--- config.mk ---
export PLATFORM = sky130hd
export DESIGN_NAME = systolic_array_os
export DESIGN_NICKNAME = d
export VERILOG_FILES = /design/src/rtl/systolic_array_pkg.sv /design/src/rtl/systolic_pe.sv /design/src/rtl/systolic_array_os.sv
export SDC_FILE = /design/constraint.sdc
export NUM_CORES = 2
export LEC_CHECK = 0
export CAP_MARGIN = 20
export CORE_MARGIN = 2
export CORE_UTILIZATION = 60
export DETAILED_ROUTE_END_ITERATION = 10
export PLACE_DENSITY_LB_ADDON = 0.15
export RECOVER_POWER = 100
export REMOVE_ABC_BUFFERS = 1
export SYNTH_ARGS = -nofsm -noshare
export SYNTH_HDL_FRONTEND = slang
export SYNTH_SLANG_ARGS = --single-unit
--- constraint.sdc ---
create_clock -name i_clk -period 22.2 [get_ports i_clk]
set_input_delay 5.55 -clock i_clk [delete_from_list [all_inputs] [get_ports i_clk]]
set_output_delay 5.55 -clock i_clk [all_outputs]
set_load 0.05 [all_outputs]
--- src/rtl/systolic_array_pkg.sv ---
// Shared types and helpers for the output-stationary systolic multiplier.
package systolic_array_pkg;

  // Job sequencing states
  typedef enum logic [1:0] {
    IDLE   = 2'd0,
    LOAD   = 2'd1,
    DRAIN  = 2'd2,
    OUTPUT = 2'd3
  } sa_state_t;

  // Default accumulator width: full product plus headroom for k_depth additions
  function automatic int unsigned sa_acc_width(input int unsigned dw, input int unsigned k);
    return 2 * dw + $clog2(k);
  endfunction

endpackage

--- src/rtl/systolic_pe.sv ---
// Single output-stationary processing element: forwards operands/tag one hop per cycle
// and accumulates the product whenever the tag marks a real beat.
module systolic_pe
  import systolic_array_pkg::*;
#(
  parameter int unsigned DATA_WIDTH = 8,
  parameter int unsigned ACC_WIDTH  = 19
) (
  input  logic                  i_clk,
  input  logic                  i_rst_n,
  input  logic                  i_clr,
  input  logic                  i_signed_mode,
  input  logic [DATA_WIDTH-1:0] i_a,
  input  logic [DATA_WIDTH-1:0] i_b,
  input  logic                  i_tag,
  output logic [DATA_WIDTH-1:0] o_a,
  output logic [DATA_WIDTH-1:0] o_b,
  output logic                  o_tag,
  output logic [ACC_WIDTH-1:0]  o_acc
);

  localparam int unsigned ProdW = 2 * DATA_WIDTH;

  logic [DATA_WIDTH-1:0] r_a;
  logic [DATA_WIDTH-1:0] r_b;
  logic                  r_tag;
  logic [ACC_WIDTH-1:0]  r_acc;
  logic [ProdW-1:0]      w_a_ext;
  logic [ProdW-1:0]      w_b_ext;
  logic [ProdW-1:0]      w_prod;
  logic [ACC_WIDTH-1:0]  w_prod_ext;

  // Extend operands to product width; the low ProdW bits are then exact in either mode
  always_comb begin
    w_a_ext = {{DATA_WIDTH{i_signed_mode & i_a[DATA_WIDTH-1]}}, i_a};
    w_b_ext = {{DATA_WIDTH{i_signed_mode & i_b[DATA_WIDTH-1]}}, i_b};
    w_prod  = w_a_ext * w_b_ext;
  end

  if (ACC_WIDTH > ProdW) begin : g_ext
    assign w_prod_ext = {{(ACC_WIDTH - ProdW){i_signed_mode & w_prod[ProdW-1]}}, w_prod};
  end else begin : g_trunc
    // Narrow accumulator simply wraps
    assign w_prod_ext = w_prod[ACC_WIDTH-1:0];
  end

  // Operand forwarding and accumulation
  always_ff @(posedge i_clk or negedge i_rst_n) begin
    if (!i_rst_n) begin
      r_a   <= '0;
      r_b   <= '0;
      r_tag <= 1'b0;
      r_acc <= '0;
    end else begin
      r_a   <= i_a;
      r_b   <= i_b;
      r_tag <= i_tag;
      if (i_clr) begin
        r_acc <= '0;
      end else if (i_tag) begin
        r_acc <= r_acc + w_prod_ext;
      end
    end
  end

  assign o_a   = r_a;
  assign o_b   = r_b;
  assign o_tag = r_tag;
  assign o_acc = r_acc;

endmodule

--- src/rtl/systolic_array_os.sv ---
// Output-stationary systolic matrix multiplier: takes one A column and one B row per beat,
// skews them into a ROWS x COLS PE grid, then streams C out one row per handshake.
module systolic_array_os
  import systolic_array_pkg::*;
#(
  parameter int unsigned ROWS       = 4,
  parameter int unsigned COLS       = 4,
  parameter int unsigned K_DEPTH    = 8,
  parameter int unsigned DATA_WIDTH = 8,
  parameter int unsigned ACC_WIDTH  = sa_acc_width(DATA_WIDTH, K_DEPTH)
) (
  input  logic                       i_clk,
  input  logic                       i_rst_n,
  input  logic                       i_signed_mode,
  input  logic                       i_in_valid,
  output logic                       o_in_ready,
  input  logic [ROWS*DATA_WIDTH-1:0] i_in_a_col,
  input  logic [COLS*DATA_WIDTH-1:0] i_in_b_row,
  output logic                       o_out_valid,
  input  logic                       i_out_ready,
  output logic [COLS*ACC_WIDTH-1:0]  o_out_data,
  output logic [$clog2(ROWS):0]      o_out_row,
  output logic                       o_out_last,
  output logic                       o_busy
);

  localparam int unsigned BeatW  = $clog2(K_DEPTH + 1);
  localparam int unsigned DrainW = $clog2(ROWS + COLS);
  localparam int unsigned RowW   = $clog2(ROWS) + 1;

  sa_state_t         r_state, w_state_d;
  logic [BeatW-1:0]  r_beat_cnt, w_beat_d;
  logic [DrainW-1:0] r_drain_cnt, w_drain_d;
  logic [RowW-1:0]   r_out_row, w_row_d;
  logic              r_signed, w_signed_d;
  logic              w_clr;
  logic              w_in_ready;
  logic              w_out_valid;
  logic              w_accept;
  logic              w_pe_signed;

  logic [DATA_WIDTH-1:0] w_a_grid [ROWS][COLS+1];
  logic                  w_t_grid [ROWS][COLS+1];
  logic [DATA_WIDTH-1:0] w_b_grid [ROWS+1][COLS];
  logic [ACC_WIDTH-1:0]  w_acc    [ROWS][COLS];

  assign w_accept = i_in_valid & w_in_ready;
  // The first beat multiplies in PE(0,0) on its accept edge, before the latch has updated
  assign w_pe_signed = (r_state == IDLE) ? i_signed_mode : r_signed;

  // Next-state, counters and handshake outputs
  always_comb begin
    w_state_d   = r_state;
    w_beat_d    = r_beat_cnt;
    w_drain_d   = r_drain_cnt;
    w_row_d     = r_out_row;
    w_signed_d  = r_signed;
    w_clr       = 1'b0;
    w_in_ready  = 1'b0;
    w_out_valid = 1'b0;
    unique case (r_state)
      IDLE: begin
        w_in_ready = 1'b1;
        if (i_in_valid) begin
          w_signed_d = i_signed_mode;
          w_beat_d   = BeatW'(1);
          w_drain_d  = '0;
          w_state_d  = (K_DEPTH == 1) ? DRAIN : LOAD;
        end
      end
      LOAD: begin
        w_in_ready = 1'b1;
        if (i_in_valid) begin
          w_beat_d = r_beat_cnt + BeatW'(1);
          if (r_beat_cnt == BeatW'(K_DEPTH - 1)) begin
            w_state_d = DRAIN;
            w_drain_d = '0;
          end
        end
      end
      DRAIN: begin
        w_drain_d = r_drain_cnt + DrainW'(1);
        // Wait until the last beat has crossed to the far corner PE
        if (r_drain_cnt == DrainW'(ROWS + COLS - 2)) begin
          w_state_d = OUTPUT;
          w_row_d   = '0;
        end
      end
      OUTPUT: begin
        w_out_valid = 1'b1;
        if (i_out_ready) begin
          if (r_out_row == RowW'(ROWS - 1)) begin
            w_state_d = IDLE;
            w_row_d   = '0;
            w_clr     = 1'b1;
          end else begin
            w_row_d = r_out_row + RowW'(1);
          end
        end
      end
      default: w_state_d = IDLE;
    endcase
  end

  // Control state registers
  always_ff @(posedge i_clk or negedge i_rst_n) begin
    if (!i_rst_n) begin
      r_state     <= IDLE;
      r_beat_cnt  <= '0;
      r_drain_cnt <= '0;
      r_out_row   <= '0;
      r_signed    <= 1'b0;
    end else begin
      r_state     <= w_state_d;
      r_beat_cnt  <= w_beat_d;
      r_drain_cnt <= w_drain_d;
      r_out_row   <= w_row_d;
      r_signed    <= w_signed_d;
    end
  end

  // A skew: row r is delayed r cycles before entering column 0
  for (genvar r = 0; r < ROWS; r++) begin : g_a_skew
    if (r == 0) begin : g_direct
      assign w_a_grid[r][0] = i_in_a_col[0 +: DATA_WIDTH];
      assign w_t_grid[r][0] = w_accept;
    end else begin : g_delay
      logic [DATA_WIDTH-1:0] r_a_sh [r];
      logic                  r_t_sh [r];
      // Shift operand and tag together
      always_ff @(posedge i_clk or negedge i_rst_n) begin
        if (!i_rst_n) begin
          for (int i = 0; i < r; i++) begin
            r_a_sh[i] <= '0;
            r_t_sh[i] <= 1'b0;
          end
        end else begin
          r_a_sh[0] <= i_in_a_col[r*DATA_WIDTH +: DATA_WIDTH];
          r_t_sh[0] <= w_accept;
          for (int i = 1; i < r; i++) begin
            r_a_sh[i] <= r_a_sh[i-1];
            r_t_sh[i] <= r_t_sh[i-1];
          end
        end
      end
      assign w_a_grid[r][0] = r_a_sh[r-1];
      assign w_t_grid[r][0] = r_t_sh[r-1];
    end
  end

  // B skew: column c is delayed c cycles before entering row 0
  for (genvar c = 0; c < COLS; c++) begin : g_b_skew
    if (c == 0) begin : g_direct
      assign w_b_grid[0][c] = i_in_b_row[0 +: DATA_WIDTH];
    end else begin : g_delay
      logic [DATA_WIDTH-1:0] r_b_sh [c];
      // Plain operand delay line; the tag rides with A
      always_ff @(posedge i_clk or negedge i_rst_n) begin
        if (!i_rst_n) begin
          for (int i = 0; i < c; i++) begin
            r_b_sh[i] <= '0;
          end
        end else begin
          r_b_sh[0] <= i_in_b_row[c*DATA_WIDTH +: DATA_WIDTH];
          for (int i = 1; i < c; i++) begin
            r_b_sh[i] <= r_b_sh[i-1];
          end
        end
      end
      assign w_b_grid[0][c] = r_b_sh[c-1];
    end
  end

  for (genvar r = 0; r < ROWS; r++) begin : g_row
    for (genvar c = 0; c < COLS; c++) begin : g_col
      systolic_pe #(
        .DATA_WIDTH (DATA_WIDTH),
        .ACC_WIDTH  (ACC_WIDTH)
      ) u_pe (
        .i_clk         (i_clk),
        .i_rst_n       (i_rst_n),
        .i_clr         (w_clr),
        .i_signed_mode (w_pe_signed),
        .i_a           (w_a_grid[r][c]),
        .i_b           (w_b_grid[r][c]),
        .i_tag         (w_t_grid[r][c]),
        .o_a           (w_a_grid[r][c+1]),
        .o_b           (w_b_grid[r+1][c]),
        .o_tag         (w_t_grid[r][c+1]),
        .o_acc         (w_acc[r][c])
      );
    end
    // Operands falling off the right edge go nowhere
    logic w_unused_right;
    assign w_unused_right = ^{w_a_grid[r][COLS], w_t_grid[r][COLS]};
  end

  for (genvar c = 0; c < COLS; c++) begin : g_bottom
    logic w_unused_bottom;
    assign w_unused_bottom = ^w_b_grid[ROWS][c];
  end

  // Result row select
  always_comb begin
    o_out_data = '0;
    for (int unsigned r = 0; r < ROWS; r++) begin
      if (r_out_row == RowW'(r)) begin
        for (int unsigned c = 0; c < COLS; c++) begin
          o_out_data[c*ACC_WIDTH +: ACC_WIDTH] = w_acc[r][c];
        end
      end
    end
  end

  assign o_in_ready  = w_in_ready;
  assign o_out_valid = w_out_valid;
  assign o_out_row   = r_out_row;
  assign o_out_last  = w_out_valid && (r_out_row == RowW'(ROWS - 1));
  assign o_busy      = (r_state != IDLE);

endmodule

# Word-level counts from Yosys, hierarchy flattened
# Cells that the tools add are included.
[word_totals]
regBits = 611
latch_bits = 0
mem_bits_rw = 0
mem_bits_ro = 0
inputBits = 69
output_inout_bits = 83
elab_cells = 241
n_memories = 0
[op_classes]
add_sub_neg = 19
mul = 16
div = 0
magnitude_cmp = 0
n_eq_ne = 14
shift = 0
n_mux = 60
bitwise_logic = 49
reduce_logical = 20
[ops]
columns = ["cell", "n"]
rows = [
  ["19-bit two-way mux", 32],
  ["19-bit adder", 16],
  ["76-bit two-way mux", 4],
  ["9-bit by 9-bit multiplier with 16-bit output", 16],
  ["1-bit bitwise AND", 49],
  ["2-bit nonzero test", 10],
  ["3-bit two-way mux", 6],
  ["2-bit two-way mux", 6],
  ["2-bit != test, second input constant", 6],
  ["3-bit case mux with 3 select lines", 1],
  ["4-bit two-way mux", 2],
  ["2-bit case mux with 4 select lines", 1],
  ["4-bit case mux with 2 select lines", 1],
  ["3-bit by 1-bit adder with 3-bit output, second input constant", 2],
  ["3-bit by 2-bit equality test with 1-bit output, second input constant", 2],
  ["1-bit two-way mux", 6],
  ["3-bit case mux with 2 select lines", 1],
  ["3-bit AND reduction", 2],
  ["6-bit AND reduction", 1],
  ["4-bit by 1-bit adder with 4-bit output, second input constant", 1],
  ["2-bit equality test, second input constant", 2],
  ["4-bit by 3-bit equality test with 1-bit output, second input constant", 1],
  ["4-bit AND reduction", 1],
  ["3-bit by 1-bit equality test with 1-bit output, second input constant", 1],
  ["other kinds (8)", 8],
]

# Logic depth before layout (Yosys ltp)
[logic_depth]
depth_word = 8
mapped_depth = 34
depth_no_buf = 31

# By module
# A second synthesis with hierarchy kept.
[hier_totals]
hier_cells = 8611
hier_area_um2 = 82017.4
[modules_own_cells]
columns = ["module", "n_inst", "cells_per_inst", "area_each_um2", "seq_area_each_um2"]
rows = [
  ["systolic_pe at g_row[1].g_col[1].u_pe ...", 6, 502, 4723.3, 900.9],
  ["systolic_pe at g_row[0].g_col[1].u_pe ...", 4, 497, 4750.8, 900.9],
  ["systolic_pe at g_row[3].g_col[0].u_pe ...", 3, 503, 4775.8, 900.9],
  ["systolic_array_os", 1, 612, 6080.8, 2802.7],
  ["systolic_pe at g_row[3].g_col[3].u_pe", 1, 506, 4780.8, 900.9],
  ["systolic_pe at g_row[2].g_col[3].u_pe", 1, 502, 4777.1, 900.9],
  ["systolic_pe at g_row[0].g_col[0].u_pe", 1, 482, 4708.3, 900.9],
]

# Least setup slack after synthesis
# No wires, ideal clock.
[synth_path]
kind = "input-to-reg"
start = "input port i_signed_mode"
end = "register g_row[0].g_col[1].u_pe.r_acc[18]"
t_arrival_ps = 12246
required_ps = 22122
path_slack_ps = 9876
path_stages = 29
path_cell_list = "mux2_2 > clkbuf_1 > clkbuf_1 > clkbuf_1 > nand2_1 > or2_2 > fa_1 > fa_1 > inv_1 > fa_1 > fa_1 > inv_1 > fa_1 > inv_1 > ha_1 > o21ai_0 > a21oi_1 > o41ai_1 > o21ai_0 > xnor2_1 > inv_1 > ha_1 > o21ai_0 > nand2b_1 > o21ai_0 > o21a_1 > o21a_1 > or4_1 > a21oi_1"
[synth_between]
elab_chain_cells = 7
[synth_rtl]
columns = ["element", "line_no", "rtl"]
rows = [
  ["start: declaration", "systolic_array_os.sv:14", "input logic i_signed_mode,"],
  ["1-bit two-way mux *", "systolic_array_os.sv:49", "assign w_pe_signed = (r_state == IDLE) ? i_signed_mode : r_signed;"],
  ["1-bit bitwise AND (on tied branches)", "systolic_pe.sv:35, systolic_pe.sv:36", ""],
  ["9-bit by 9-bit multiplier with 16-bit output", "systolic_pe.sv:37", "w_prod = w_a_ext * w_b_ext;"],
  ["1-bit bitwise AND", "systolic_pe.sv:41", "assign w_prod_ext = {{(ACC_WIDTH - ProdW){i_signed_mode & w_prod[ProdW-1]}}, w_prod};"],
  ["19-bit adder *", "systolic_pe.sv:61", "r_acc <= r_acc + w_prod_ext;"],
  ["19-bit two-way mux *", "systolic_pe.sv:60", "end else if (i_tag) begin"],
  ["19-bit two-way mux *", "systolic_pe.sv:58", "if (i_clr) begin"],
  ["end signal: assignment", "systolic_pe.sv:61", ""],
  ["end: declaration", "systolic_pe.sv:27", "logic [ACC_WIDTH-1:0] r_acc;"],
]
# Mark *: on every way between the ends. The rest lies on a longest branch, timed or not. The select of a mux whose other input is x is not followed.
# A chain may end at the register's enable or synchronous reset.

# Final worst setup path
[layout_path]
start = "input port i_signed_mode"
end = "register g_row[3].g_col[2].u_pe.r_acc[18]"
[layout_between]
elab_chain_cells = 7
[layout_rtl]
columns = ["element", "line_no"]
rows = [
  ["1-bit two-way mux *", "systolic_array_os.sv:49"],
  ["1-bit bitwise AND (on tied branches)", "systolic_pe.sv:35, systolic_pe.sv:36"],
  ["9-bit by 9-bit multiplier with 16-bit output", "systolic_pe.sv:37"],
  ["1-bit bitwise AND", "systolic_pe.sv:41"],
  ["19-bit adder *", "systolic_pe.sv:61"],
  ["19-bit two-way mux *", "systolic_pe.sv:60"],
  ["19-bit two-way mux *", "systolic_pe.sv:58"],
  ["end signal: assignment", "systolic_pe.sv:61"],
  ["end: declaration", "systolic_pe.sv:27"],
]
# Marks and branches as above.

==> results_dict.tcl <==
set metrics [dict create \
    status "finished, violations left" \
    failed_checks "max-capacitance violations, max-slew violations" \
    worstSetupStartpointType "primary input" \
    synth_area_um2 79100 \
    synthCells 8702 \
    num-fill-cells 11100 \
    place_congestion 0.907 \
    max_slew.worst_pin.slew_ps 5230 \
    grt_max_degree 91 \
    synth_cell_types 75 \
    fin_skew_ps 22.7 \
    nNetsFinal 10600 \
    dieHeight_um 367 \
    reg2reg_slack_ps 10050 \
    cts.repair.resized 0 \
    synth.largest_area_cell "fa_1" \
    r2r_cells 26 \
    ioPinCount 152 \
    clk_pin_slew_ps 60 \
    clockRootBuffer "clkbuf_16" \
    vias_per_cell 5.64 \
    min_period_over_period_pct 75.4 \
    grt_pass1_wl_um 324000 \
    dieArea_um2 135000 \
    final_cell_mix "1588 x inv_1, 1024 x fa_1, 827 x ha_1" \
    max_freq_mhz 59.8 \
    drt_iter0_drc 3542 \
    hpwlAfterDp_um 152000 \
    grt_util_all_layers_pct 29.8 \
    vias 59300 \
    synth_seq_cells 611 \
    min_from "g_a_skew[3].g_delay.r_a_sh[20]$_DFF_PN0_" \
    yosysTopAreaCellShare_pct 25.9 \
    yosys-top-cells-area "fa_1 26%, dfrtp_1 19%, ha_1 13%" \
    cts_tree "built" \
    area_delta_synth_final_pct 7.19 \
    firstDrtPassIters 6 \
    cts_buffer_depth 3 \
    slew_violations 1065 \
    core_um2 131000 \
    io_buffers 151 \
    clkSinkCount 611 \
    layout_commonest_cell "inv_1" \
    drc 0 \
    setup_violations 0 \
    min_path_cells 0 \
    dpl-instance-area_um2 82100 \
    synth.avg_cell_area_um2 9.09 \
    maxCapViolCount 19 \
    reg2reg_from "r_state[0]$_DFFE_PN0P_" \
    routed_wl_um 195000 \
    numCtsBuffers 81 \
    slew_headroom_pct -249 \
    htreeDepth 3 \
    rsz0062_at_grt "false" \
    routedWlPerCell_um 18.5 \
    ys.warnings.count 0 \
    crit_fanout 49 \
    cts_hold_buf 0 \
    cp.required_ps 22780 \
    r2r-end "g_row[3].g_col[2].u_pe.o_acc[18]$_DFFE_PN0P_" \
    synth_ff_type "dfrtp_1" \
    criticalPathCategory "primary input to flop" \
    final_area_um2 84800 \
    start_util_pct 60.3 \
    grt_overflow 0 \
    hold_path_end "g_a_skew[3].g_delay.r_a_sh[12]$_DFF_PN0_" \
    cp-end-kind "flop" \
    final.min_clock_period_ps 16730 \
    antenna_left 0 \
    timing.setup.tns_ps 0 \
    dieWidth_um 367 \
    ys_async_sr_fraction_pct 100 \
    first_global_vias 63200 \
    grt_antenna_before_repair 6 \
    cts_setup_buffers 0 \
    hold_viol_final 0 \
    arrival_ps 17320 \
    synth_seq_area_share_pct 19.3 \
    clk_latency_ps 720 \
    synth_edf_count 0 \
    layout-drive-gt1-share_pct 2.61 \
    hp-class "flop to flop" \
    rows 133 \
]
per-layer routing:
metal | global-route usage [%] | vias to the layer above | part of all wire (%)
met5 | 0 | - | 0.0067
met1 | 36.4 | 29800 | 40
met4 | 12.2 | 2 | 4.5
met2 | 53.5 | 1502 | 51
li1 | - | 27600 | -
met3 | 3.44 | 435 | 4.4
worst max path at each step:
| stage | endpoint | from | cells past startpoint |
|---|---|---|---|
| floorplan | o_out_data[0] | o_out_row[0]$_DFFE_PN0P_ | 3 |
| global placement | g_row[2].g_col[1].u_pe.o_acc[18]$_DFFE_PN0P_ | i_signed_mode | 30 |
| detailed placement | g_row[3].g_col[2].u_pe.o_acc[18]$_DFFE_PN0P_ | i_signed_mode | 27 |
| CTS | g_row[2].g_col[1].u_pe.o_acc[18]$_DFFE_PN0P_ | i_signed_mode | 30 |
| global route | g_row[2].g_col[1].u_pe.o_b[2]$_DFF_PN0_ | i_rst_n | 5 |
| finish | g_row[3].g_col[2].u_pe.o_acc[18]$_DFFE_PN0P_ | i_signed_mode | 25 |
synthesized netlist by cell type, types with 20 or more instances:
cell type,count
a211oi_1,59
a21o_1,81
a21oi_1,358
a221o_1,76
a31oi_1,33
and2_1,646
and3_1,56
clkbuf_1,258
dfrtp_1,611
fa_1,1024
ha_1,827
inv_1,1588
mux2i_1,182
nand2_1,818
nand2b_1,51
nand3_1,89
nor2_1,547
nor2b_1,54
nor3_1,106
o21a_1,62
o21ai_0,296
o21bai_1,71
o31ai_1,23
o41ai_1,20
or2_2,50
or3_1,33
xnor2_1,421
xor2_1,68
stage by stage:
stage                     worst slack, ps  hold WS (ps)  utilization, %  instances
after global placement               8370           333            62.6      10400
after global routing                 4800           353            64.6      10500
after CTS                            9050           343            64.7      10500
after detailed placement             8280           335            62.6      10400
after floorplan                      9320           331               -       8429
final                                5470           340            64.6      10500
logic make-up (layout without fill, tap and decap cells):
| kind of cell | count (synthesis) | after routing | synth area share (%) |
|---|---|---|---|
| AO/OA/AOI/OAI | 1186 | 1186 | 9.65 |
| other | 0 | 3 | 0 |
| flip-flops | 611 | 611 | 19.3 |
| AND/OR/NAND/NOR | 2513 | 2513 | 15.4 |
| multiplexers | 188 | 188 | 2.39 |
| buffers and inverters | 1864 | 1924 | 8.85 |
| XOR/XNOR | 489 | 489 | 5.42 |
| adder cells (fa/ha/maj) | 1851 | 1851 | 39.0 |
state kept, by name, indices dropped and copies added (netlist names):
signal / cells
o_out_row: 3
g_row.g_col.u_pe.o_tag: 6
g_row.g_col.u_pe.o_b: 96
r_beat_cnt: 4
g_b_skew.g_delay.r_b_sh: 48
r_state: 2
g_row.g_col.u_pe.o_a: 96
g_row.g_col.u_pe.o_acc: 304
g_a_skew.g_delay.r_a_sh: 48
r_signed: 1
r_drain_cnt: 3
critical path, cell delays in order:
cell and delay [ps]:
dlygate4sd3_1 620, mux2_1 1440, clkbuf_1 2500, nand2_1 900, or2_2 550, fa_1 460
fa_1 490, inv_1 50, fa_1 450, fa_1 490, inv_1 50, fa_1 490
inv_1 40, ha_1 320, and3_1 190, a211oi_1 100, o41ai_1 460, xnor2_1 160
and2_0 240, ha_1 420, nand3_1 90, a2111oi_0 480, nor4_1 140, or4_1 410
a21oi_1 150
area by class of cell:
type                            instances  area [um^2]  area share, %
Tap cell                             1755         2200           2.59
Inverter                             1591         5970           7.04
Clock buffer                          103         2210           2.61
Clock inverter                         47          602          0.710
Antenna cell                            3         7.51        0.00886
Timing Repair Buffer                  183         1710           2.01
Sequential cell                       611        15300           18.0
Multi-Input combinational cell       6227        56800           67.0
Power is not shown: default switching activity piles up to over one toggle a cycle in this logic, so the estimate is an artifact.
